[src/rtl/lam_ctrl.sv]
// lam_ctrl: load/store access controller between the decoder's lam_* fields
// and a req/ack data-memory port. Builds word address, byte enables and
// lane-rotated store data, extends load data and writes it back.
// Optional feature: define LAM_MISALIGNED_EN to allow misaligned accesses,
// splitting word-crossing ones into two memory beats.
module lam_ctrl #(
    parameter int TIMEOUT = 16
) (
    input  logic        clk,
    input  logic        rst,
    input  logic        lam_new,
    input  logic        lam_rw,
    input  logic [2:0]  lam_type,
    input  logic [4:0]  lam_sel_out,
    input  logic [31:0] addr,
    input  logic [31:0] wdata,
    output logic        busy,
    output logic        mem_req,
    output logic        mem_we,
    output logic [31:0] mem_addr,
    output logic [3:0]  mem_be,
    output logic [31:0] mem_wdata,
    input  logic [31:0] mem_rdata,
    input  logic        mem_ack,
    output logic        rf_we,
    output logic [4:0]  rf_sel,
    output logic [31:0] rf_data,
    output logic        fault,
    output logic [1:0]  fault_code
);

    typedef enum logic [1:0] {IDLE, REQ1, REQ2, DONE} state_t;

    localparam int             CW       = $clog2(TIMEOUT + 1);
    localparam logic [CW-1:0]  CNT_LAST = CW'(TIMEOUT - 1);

    localparam logic [1:0] FC_MISALIGN = 2'b01;
    localparam logic [1:0] FC_ILLEGAL  = 2'b10;
    localparam logic [1:0] FC_TIMEOUT  = 2'b11;

    state_t        state_q, state_d;
    logic [CW-1:0] cnt_q, cnt_d;
    logic          rw_q, rw_d;
    logic [2:0]    type_q, type_d;
    logic [4:0]    sel_q, sel_d;
    logic [29:0]   waddr_q, waddr_d;
    logic [1:0]    off_q, off_d;
    logic [7:0]    be_q, be_d;
    logic          two_q, two_d;
    logic [31:0]   wrot_q, wrot_d;
    logic [31:0]   lo_q, lo_d;
    logic [31:0]   rf_data_q, rf_data_d;
    logic          fault_q, fault_d;
    logic [1:0]    fcode_q, fcode_d;

    // Request decode helpers (from the live inputs, used only in IDLE)
    logic [3:0]  base_be;
    logic [7:0]  be8_in;
    logic [63:0] wrot64;
    logic        illegal, misaligned, crossing;

    // Load data alignment and extension helpers
    logic [31:0] rd_lo;
    logic [63:0] rd64;
    logic [31:0] rd_m;
    logic [31:0] load_ext;
    logic        sgn;

    // State and datapath registers with synchronous reset
    // NOTE: sequential state uses non-blocking assignments only, so every
    // register samples the values computed before this edge.
    always_ff @(posedge clk) begin
        if (rst) begin
            state_q   <= IDLE;
            cnt_q     <= '0;
            rw_q      <= 1'b0;
            type_q    <= '0;
            sel_q     <= '0;
            waddr_q   <= '0;
            off_q     <= '0;
            be_q      <= '0;
            two_q     <= 1'b0;
            wrot_q    <= '0;
            lo_q      <= '0;
            rf_data_q <= '0;
            fault_q   <= 1'b0;
            fcode_q   <= '0;
        end else begin
            state_q   <= state_d;
            cnt_q     <= cnt_d;
            rw_q      <= rw_d;
            type_q    <= type_d;
            sel_q     <= sel_d;
            waddr_q   <= waddr_d;
            off_q     <= off_d;
            be_q      <= be_d;
            two_q     <= two_d;
            wrot_q    <= wrot_d;
            lo_q      <= lo_d;
            rf_data_q <= rf_data_d;
            fault_q   <= fault_d;
            fcode_q   <= fcode_d;
        end
    end

    // Next-state logic: request decode, handshake, timeout and load merge
    // NOTE: every variable gets a default at the top of the block so that no
    // path leaves one unassigned, which would infer a latch.
    always_comb begin
        state_d   = state_q;
        cnt_d     = cnt_q;
        rw_d      = rw_q;
        type_d    = type_q;
        sel_d     = sel_q;
        waddr_d   = waddr_q;
        off_d     = off_q;
        be_d      = be_q;
        two_d     = two_q;
        wrot_d    = wrot_q;
        lo_d      = lo_q;
        rf_data_d = rf_data_q;
        fault_d   = 1'b0;
        fcode_d   = 2'b00;

        // Enable pattern for the access size, shifted into an 8-lane window
        case (lam_type[1:0])
            2'b00:   base_be = 4'b0001;
            2'b01:   base_be = 4'b0011;
            default: base_be = 4'b1111;
        endcase
        be8_in  = {4'b0000, base_be} << addr[1:0];
        wrot64  = {wdata, wdata} << {addr[1:0], 3'b000};
        illegal = (lam_rw & lam_type[2]) | (lam_type[1:0] == 2'b11) |
                  (lam_type == 3'b110);
`ifdef LAM_MISALIGNED_EN
        misaligned = 1'b0;
        crossing   = |be8_in[7:4];
`else
        misaligned = (|be8_in[7:4]) | ((lam_type[1:0] == 2'b01) & addr[0]);
        crossing   = 1'b0;
`endif

        // Rotate the (possibly two-word) read data down to lane 0 and extend
        rd_lo = (state_q == REQ2) ? lo_q : mem_rdata;
        rd64  = {mem_rdata, rd_lo} >> {off_q, 3'b000};
        rd_m  = rd64[31:0];
        sgn   = ~type_q[2];
        case (type_q[1:0])
            2'b00:   load_ext = {{24{sgn & rd_m[7]}}, rd_m[7:0]};
            2'b01:   load_ext = {{16{sgn & rd_m[15]}}, rd_m[15:0]};
            default: load_ext = rd_m;
        endcase

        case (state_q)
            IDLE: begin
                cnt_d = '0;
                if (lam_new) begin
                    rw_d    = lam_rw;
                    type_d  = lam_type;
                    sel_d   = lam_sel_out;
                    waddr_d = addr[31:2];
                    off_d   = addr[1:0];
                    be_d    = be8_in;
                    two_d   = crossing;
                    wrot_d  = wrot64[63:32];
                    if (illegal) begin
                        fault_d = 1'b1;
                        fcode_d = FC_ILLEGAL;
                    end else if (misaligned) begin
                        fault_d = 1'b1;
                        fcode_d = FC_MISALIGN;
                    end else begin
                        state_d = REQ1;
                    end
                end
            end
            REQ1, REQ2: begin
                if (mem_ack) begin
                    cnt_d = '0;
                    if ((state_q == REQ1) && two_q) begin
                        lo_d    = mem_rdata;
                        state_d = REQ2;
                    end else begin
                        rf_data_d = load_ext;
                        state_d   = DONE;
                    end
                end else if (cnt_q == CNT_LAST) begin
                    cnt_d   = '0;
                    fault_d = 1'b1;
                    fcode_d = FC_TIMEOUT;
                    state_d = IDLE;
                end else begin
                    cnt_d = cnt_q + 1'b1;
                end
            end
            default: begin
                state_d = IDLE;
            end
        endcase
    end

    // Output decode: memory port driven only while a beat is outstanding
    always_comb begin
        busy       = (state_q != IDLE);
        mem_req    = 1'b0;
        mem_we     = 1'b0;
        mem_addr   = '0;
        mem_be     = '0;
        mem_wdata  = '0;
        rf_we      = 1'b0;
        rf_sel     = '0;
        rf_data    = '0;
        fault      = fault_q;
        fault_code = fcode_q;
        case (state_q)
            REQ1: begin
                mem_req   = 1'b1;
                mem_we    = rw_q;
                mem_addr  = {waddr_q, 2'b00};
                mem_be    = be_q[3:0];
                mem_wdata = wrot_q;
            end
            REQ2: begin
                mem_req   = 1'b1;
                mem_we    = rw_q;
                mem_addr  = {waddr_q + 30'd1, 2'b00};
                mem_be    = be_q[7:4];
                mem_wdata = wrot_q;
            end
            DONE: begin
                if (!rw_q && (sel_q != 5'd0)) begin
                    rf_we   = 1'b1;
                    rf_sel  = sel_q;
                    rf_data = rf_data_q;
                end
            end
            default: begin
            end
        endcase
    end

endmodule

[config.mk]
export PLATFORM = sky130hd
export DESIGN_NAME = lam_ctrl
export DESIGN_NICKNAME = d
export VERILOG_FILES = /design/src/rtl/lam_ctrl.sv
export SDC_FILE = /design/constraint.sdc
export NUM_CORES = 1
export LEC_CHECK = 0
export ABC_AREA = 1
export CAP_MARGIN = 20
export CELL_PAD_IN_SITES_DETAIL_PLACEMENT = 0
export CELL_PAD_IN_SITES_GLOBAL_PLACEMENT = 1
export CORE_ASPECT_RATIO = 0.75
export CORE_MARGIN = 2
export CORE_UTILIZATION = 45
export DETAILED_ROUTE_END_ITERATION = 6
export DONT_BUFFER_PORTS = 1
export PLACE_DENSITY_LB_ADDON = 0.1
export SLEW_MARGIN = 20
export SYNTH_ARGS = -nofsm -noshare
export SYNTH_HDL_FRONTEND = slang
export SYNTH_SLANG_ARGS = --single-unit
[constraint.sdc]
create_clock -name clk -period 2.9 [get_ports clk]
set_clock_uncertainty 0.15 [all_clocks]
set_input_delay 0.58 -clock clk [delete_from_list [all_inputs] [get_ports clk]]
set_output_delay 0.58 -clock clk [all_outputs]
set_load 0.01 [all_outputs]
==> run summary, run 1 <==
initial core utilization: 0.456
post-detailed-route DRC marker count: 0
Power Dens Cells: 583 nW/um2
fraction of synthesis flops using an asynchronous set or reset pin: 0
Inserted Diodes: 0
global routing usage summed across all routing layers: 0.263
detail-routed via count per cell: 5.13
clock period minus worst slack: 2.76 ns
Worst Setup End Kind: output port
worst endpoint required time: 2.17 ns
number of standard-cell rows in the floorplan: 42
Hold WS: 0.0864 ns
number of max-capacitance violations reported: 0
leakage component of the power: 4.04 nW
area of the die: 18800 um2
worst min-delay path class: primary input to flip-flop
clock slew at reported path FFs: 0.06 ns
Sinks on Clock Net: 122
mapped cell area: 7970 um2
clock root buffer: sky130_fd_sc_hd__clkbuf_16
Overall Power: 5.28 mW
total count of max-transition violations in the final report: 0
Die Wd: 158 um
global placement routability congestion: 0.917
wire length of the first global-routing pass: 38.7 mm
TritonCTS clock tree: done
via count: 8295
Startpoint Class: flip-flop
Pre-Repair DR Iteration Count: 5
worst-skew pair later-pin latency: 0.42 ns
H-tree levels: 4
hold violation total from the final report: 0
Synth Flop Type: sky130_fd_sc_hd__dfxtp_1
number of I/O pins: 221
DRT Wirelength: 24.8 mm
count of input and output buffers: 0
via count of the first global-routing pass: 7172
register bit count reported by yosys: 122
share of final-layout standard cells stronger than drive strength 1: 0.119
share of Yosys cell area claimed by the top area cell type: 0.306
placeable core region: 17500 um2
sequential fraction of the synthesis area: 0.306
routed length per instance: 15.4 um
total of warnings raised by yosys: 0
Avg Synthesized Cell Area: 5.86 um2
number of synthesized flops with an enable pin: 0
hold buffers post-CTS: 0
largest fanout of any net on the critical path: 5
Inserted Clock Buffers: 17
period utilisation layout: 0.952
placed wire-length estimate after detailed placement: 18.0 mm
Layout fillers: 1876
area growth from synthesis to layout: 13.8%
number of failing setup endpoints in the final timing report: 0
Layout Nets: 1477
leading cell types by total area after synthesis: sky130_fd_sc_hd__dfxtp_1 (31%), sky130_fd_sc_hd__nand2_1 (18%), sky130_fd_sc_hd__o21ai_0 (9.3%), sky130_fd_sc_hd__inv_1 (8.8%), sky130_fd_sc_hd__nor2_1 (7.3%)
global route overflow: 0
arrival time at the worst endpoint: 2.03 ns
number of distinct library cell variants in the gate-level netlist after synthesis: 38
maximum number of pins on one net before global-route repair: 55
Crit Path Class: flip-flop to output port
Slew Limit Headroom: 0.580
transition time at the pin with the least slew margin: 0.629 ns
worst vdd ir: 0.000306 V
Final ANT Viol Nets: 0
Die Ht: 119 um
number of antenna violations at the first check in global routing: 0
initial DRC count: 732
biggest area consumer among synthesized cells: sky130_fd_sc_hd__dfxtp_1
outcome: completed
setup slack on the worst flop-to-flop path: 0.52 ns
number of cells produced by synthesis: 1360
maximum achievable frequency: 362 MHz
Bufs on Longest Clock Path: 2
==> final cells by class <==
cell class	instances	area, um2	share of cell area
Clock buffer	18	439	0.0484
Clock inverter	13	169	0.0186
Inverter	190	717	0.0790
Multi-Input combinational cell	970	4520	0.499
Sequential cell	122	2450	0.270
Tap cell	242	303	0.0334
Timing Repair Buffer	61	473	0.0521
==> cells in the mapped netlist (2+ instances only) <==
cell type and number:
sky130_fd_sc_hd__nand2_1 383, sky130_fd_sc_hd__buf_2 16, sky130_fd_sc_hd__clkinv_1 2, sky130_fd_sc_hd__ha_1 6, sky130_fd_sc_hd__o22ai_1 2, sky130_fd_sc_hd__o21ai_0 148, sky130_fd_sc_hd__buf_6 2, sky130_fd_sc_hd__inv_1 187
sky130_fd_sc_hd__nor3_1 5, sky130_fd_sc_hd__nor2_1 154, sky130_fd_sc_hd__a22oi_1 2, sky130_fd_sc_hd__buf_4 7, sky130_fd_sc_hd__a211oi_1 2, sky130_fd_sc_hd__or2_2 19, sky130_fd_sc_hd__o211ai_1 4, sky130_fd_sc_hd__nor2_2 23
sky130_fd_sc_hd__a31oi_1 2, sky130_fd_sc_hd__o221ai_1 20, sky130_fd_sc_hd__a311oi_1 3, sky130_fd_sc_hd__buf_1 8, sky130_fd_sc_hd__nand3_1 86, sky130_fd_sc_hd__a21oi_1 96, sky130_fd_sc_hd__nand4_1 3, sky130_fd_sc_hd__clkbuf_1 45
sky130_fd_sc_hd__dfxtp_1 122
==> cell families after synthesis <==
group	synth area share
AOI/OAI and AO/OA	0.193
buffers and inverters	0.136
and+or+nand+nor	0.353
DFF	0.306
adders and majority gates	0.00942
other	0.000470
xor gates and xnor gates	0.00110
==> routing by layer <==
layer	wire, um	GRT usage	part of all wire	vias up
met5	0	0	0	-
met2	9730	0.353	0.39	323
li1	-	-	-	4309
met4	287	0.0688	0.012	0
met1	12600	0.403	0.51	3644
met3	2210	0.0739	0.089	19
==> path summary, 6_finish.rpt <==
check | start | end | depth (start not counted)
worst max-delay path | waddr_q[11]$_SDFFE_PP0P_ | mem_addr[26] | 9
worst min-delay path | rst | be_q[2]$_SDFFE_PP0P_ | 1
worst max register to register | state_q[0]$_SDFFE_PP0P_ | rf_data_q[11]$_SDFFE_PP0P_ | 10
worst min register to register | cnt_q[4]$_SDFFE_PP0N_ | cnt_q[4]$_SDFFE_PP0N_ | 2
==> power breakdown <==
group          internal (mW)  switching (mW)
clock                   1.38           0.824
combinational          0.351           0.764
sequential              1.85           0.124
total                   3.57            1.71
==> state kept, by name (all words and copies together) (netlist names) <==
register / cells
state_q: 2
fault: 1
sel_q: 5
waddr_q: 30
type_q: 3
cnt_q: 5
rf_data_q: 32
fault_code: 2
wrot_q: 32
off_q: 2
be_q: 7
rw_q: 1
==> worst max-delay path, cell delays in order (launching register included) <==
cell and delay, ns:
sky130_fd_sc_hd__dfxtp_1 0.41, sky130_fd_sc_hd__nand2_1 0.15, sky130_fd_sc_hd__nor2_1 0.26, sky130_fd_sc_hd__nand2_1 0.15, sky130_fd_sc_hd__nor2_1 0.18, sky130_fd_sc_hd__nand2_1 0.07, sky130_fd_sc_hd__nand2_1 0.06, sky130_fd_sc_hd__nand3_1 0.06
sky130_fd_sc_hd__a21oi_1 0.14, sky130_fd_sc_hd__buf_4 0.14
==> stage by stage <==
step | worst slack [ns] | setup TNS (ns) | cell area [um2] | utilization | instances
after CTS | 0.0240 | 0 | 8960 | 0.512 | 1612
final | 0.139 | 0 | 9070 | 0.518 | 1616
after detailed placement | 0.347 | 0 | 8340 | 0.477 | 1581
after floorplan | 0.566 | 0 | 7980 | - | 1361
after global placement | 0.393 | 0 | 8340 | 0.477 | 1581
after global routing | -0.0208 | -0.0425 | 9070 | 0.518 | 1616
==> placed cells by master, fill, tap and decap left out, types with 4 or more instances in the layout <==
| cell | instances |
|---|---|
| sky130_fd_sc_hd__nand2_1 | 380 |
| sky130_fd_sc_hd__buf_4 | 59 |
| sky130_fd_sc_hd__dfxtp_1 | 119 |
| sky130_fd_sc_hd__nor2_4 | 4 |
| sky130_fd_sc_hd__or2_2 | 19 |
| sky130_fd_sc_hd__inv_1 | 186 |
| sky130_fd_sc_hd__clkinvlp_4 | 5 |
| sky130_fd_sc_hd__nand3_1 | 86 |
| sky130_fd_sc_hd__a21oi_1 | 94 |
| sky130_fd_sc_hd__o211ai_1 | 4 |
| sky130_fd_sc_hd__nor2_1 | 144 |
| sky130_fd_sc_hd__nor3_1 | 5 |
| sky130_fd_sc_hd__ha_1 | 4 |
| sky130_fd_sc_hd__o221ai_1 | 20 |
| sky130_fd_sc_hd__clkbuf_16 | 17 |
| sky130_fd_sc_hd__nor2_2 | 29 |
| sky130_fd_sc_hd__o21ai_0 | 148 |
==> what timing repair did <==
item,4_1_cts,5_1_grt
endpoints found under the setup margin,4,26
setup buffers,0,4
gates resized for setup,3,26
Power figures use the tool's default switching activity.
==> run 2, diff against run 1 <==
CORE_UTILIZATION = 46   (was 45)
CTS_CLUSTER_DIAMETER = 30   (was unset)
==> run summary, run 2 (synthesis gave the netlist of run 1 again) <==
clock share of power: 0.399
hold buffers post-CTS: 0
relative contribution of combinational cells to total power: 0.217
number of I/O pins: 221
worst vdd ir: 0.000275 V
detail-routed via count per cell: 5.27
Crit Path Class: flip-flop to output port
setup slack on the worst flop-to-flop path: 0.47 ns
Register-to-Register Path Depth: 9
DRT Wirelength: 25.1 mm
worst endpoint required time: 2.17 ns
Hold WS: 0.0788 ns
Slew Limit Headroom: 0.532
multi-input gate area in the final layout: 4550 um2
wire length of the first global-routing pass: 39.6 mm
number of antenna violations at the first check in global routing: 0
area growth from synthesis to layout: 13.7%
biggest registers after layout: rf_data_q x32, wrot_q x32, waddr_q x30
hold violation total from the final report: 0
Die Ht: 118 um
period utilisation layout: 0.957
via count: 8384
most used cells in the layout excluding fill and tap cells: sky130_fd_sc_hd__nand2_1 (381), sky130_fd_sc_hd__inv_1 (186), sky130_fd_sc_hd__o21ai_0 (148)
Worst Setup End Kind: output port
outcome: completed
end-of-flow core utilization: 0.537
largest fanout of any net on the critical path: 10
Seq. cell area: 2450 um2
launch point of the worst hold path: rst
Inserted Clock Buffers: 17
final sum of negative setup slack: 0 ns
unrepaired setup endpoints after global routing: yes
TritonCTS clock tree: done
source of the critical timing path: state_q[0]$_SDFFE_PP0P_
launching point of the worst reg2reg path: state_q[0]$_SDFFE_PP0P_
Bufs on Longest Clock Path: 2
number of standard-cell rows in the floorplan: 41
P_sw: 1.74 mW
clock period minus worst slack: 2.78 ns
share of final-layout standard cells stronger than drive strength 1: 0.120
clock slew at reported path FFs: 0.06 ns
transition time at the pin with the least slew margin: 0.701 ns
maximum achievable frequency: 360 MHz
arrival time at the worst endpoint: 2.05 ns
# placed instances: 1558
routed length per instance: 15.8 um
placeable core region: 16900 um2
initial DRC count: 707
r2r endpoint: rf_data_q[20]$_SDFFE_PP0P_
Finished Cell Area: 9060 um2
Startpoint Class: flip-flop
critical path endpoint: mem_addr[6]
global placement routability congestion: 0.933
maximum number of pins on one net before global-route repair: 59
leakage component of the power: 4.05 nW
Power Dens Cells: 568 nW/um2
switching power share of the total: 0.339
worst min-delay path class: primary input to flip-flop
Sinks on Clock Net: 122
global routing usage summed across all routing layers: 0.270
dpl cell area: 8380 um2
via count of the first global-routing pass: 7355
area of the die: 18400 um2
Inserted Diodes: 0
Layout Nets: 1479
placed wire-length estimate after detailed placement: 18.3 mm
Layout fillers: 1783
worst-skew pair later-pin latency: 0.42 ns
total count of max-transition violations in the final report: 0
internal power consumption: 3.41 mW
final cell count without fillers: 1592
most frequent standard cell in the layout excluding fill and tap cells: sky130_fd_sc_hd__nand2_1
Final ANT Viol Nets: 0
clock root buffer: sky130_fd_sc_hd__clkbuf_16
number of max-capacitance violations reported: 0
sequential share of power: 0.384
count of input and output buffers: 0
number of failing setup endpoints in the final timing report: 0
H-tree levels: 4
initial core utilization: 0.472
global route overflow: 0
Die Wd: 156 um
post-detailed-route DRC marker count: 0
Pre-Repair DR Iteration Count: 5
run 2: area by class of cell:
class,count,share of cell area
Clock buffer,18,0.0473
Clock inverter,14,0.0153
Inverter,190,0.0791
Multi-Input combinational cell,970,0.502
Sequential cell,122,0.270
Tap cell,215,0.0297
Timing Repair Buffer,63,0.0571
run 2: worst max-delay path, stage by stage (launching register included):
cell                         delay [ns]
sky130_fd_sc_hd__dfxtp_1           0.39
sky130_fd_sc_hd__inv_1             0.11
sky130_fd_sc_hd__ha_4              0.33
sky130_fd_sc_hd__clkinvlp_4        0.16
sky130_fd_sc_hd__buf_4             0.21
sky130_fd_sc_hd__a221oi_1          0.24
sky130_fd_sc_hd__buf_4             0.18
run 2: worst min path at each step:
stage	slack (ns)	depth (start not counted)	end
2_1_floorplan	0.27	2	cnt_q[4]$_SDFFE_PP0N_
3_3_place_gp	0.28	2	cnt_q[4]$_SDFFE_PP0N_
3_5_place_dp	0.28	2	cnt_q[4]$_SDFFE_PP0N_
4_1_cts	0.06	1	cnt_q[4]$_SDFFE_PP0N_
5_1_grt	0.06	1	cnt_q[4]$_SDFFE_PP0N_
6_report	0.08	1	cnt_q[4]$_SDFFE_PP0N_
run 2: stage by stage:
| stage | total power [mW] | setup slack [ns] |
|---|---|---|
| 6_report | 5.15 | 0.125 |
| 5_1_grt | 5.44 | -0.0534 |
| 4_1_cts | 5.17 | 0.0328 |
| 3_5_place_dp | 3.09 | 0.274 |
| 3_3_place_gp | 3.08 | 0.295 |
| 2_1_floorplan | 2.83 | 0.566 |
run 2: power groups by stage:
stage | Sequential, mW | Clock [mW] | Combinational (mW)
2_1_floorplan | 1.96 | 0 | 0.860
3_3_place_gp | 2.01 | 0 | 1.07
3_5_place_dp | 2.01 | 0 | 1.08
4_1_cts | 1.97 | 2.09 | 1.10
5_1_grt | 2.00 | 2.17 | 1.27
6_report | 1.98 | 2.05 | 1.12
run 2: repair_timing:
action	in CTS	in global routing
pin swaps	0	2
setup endpoints to repair	10	21
resized for setup	8	21
setup buffers	2	0
run 2: per-layer routing:
metal / part of all wire / vias to the layer above / track usage
met2: 0.41 / 342 / 0.375
met1: 0.49 / 3716 / 0.414
met5: 0 / - / 0
met3: 0.092 / 19 / 0.0703
li1: - / 4307 / -
met4: 0.0067 / 0 / 0.0568
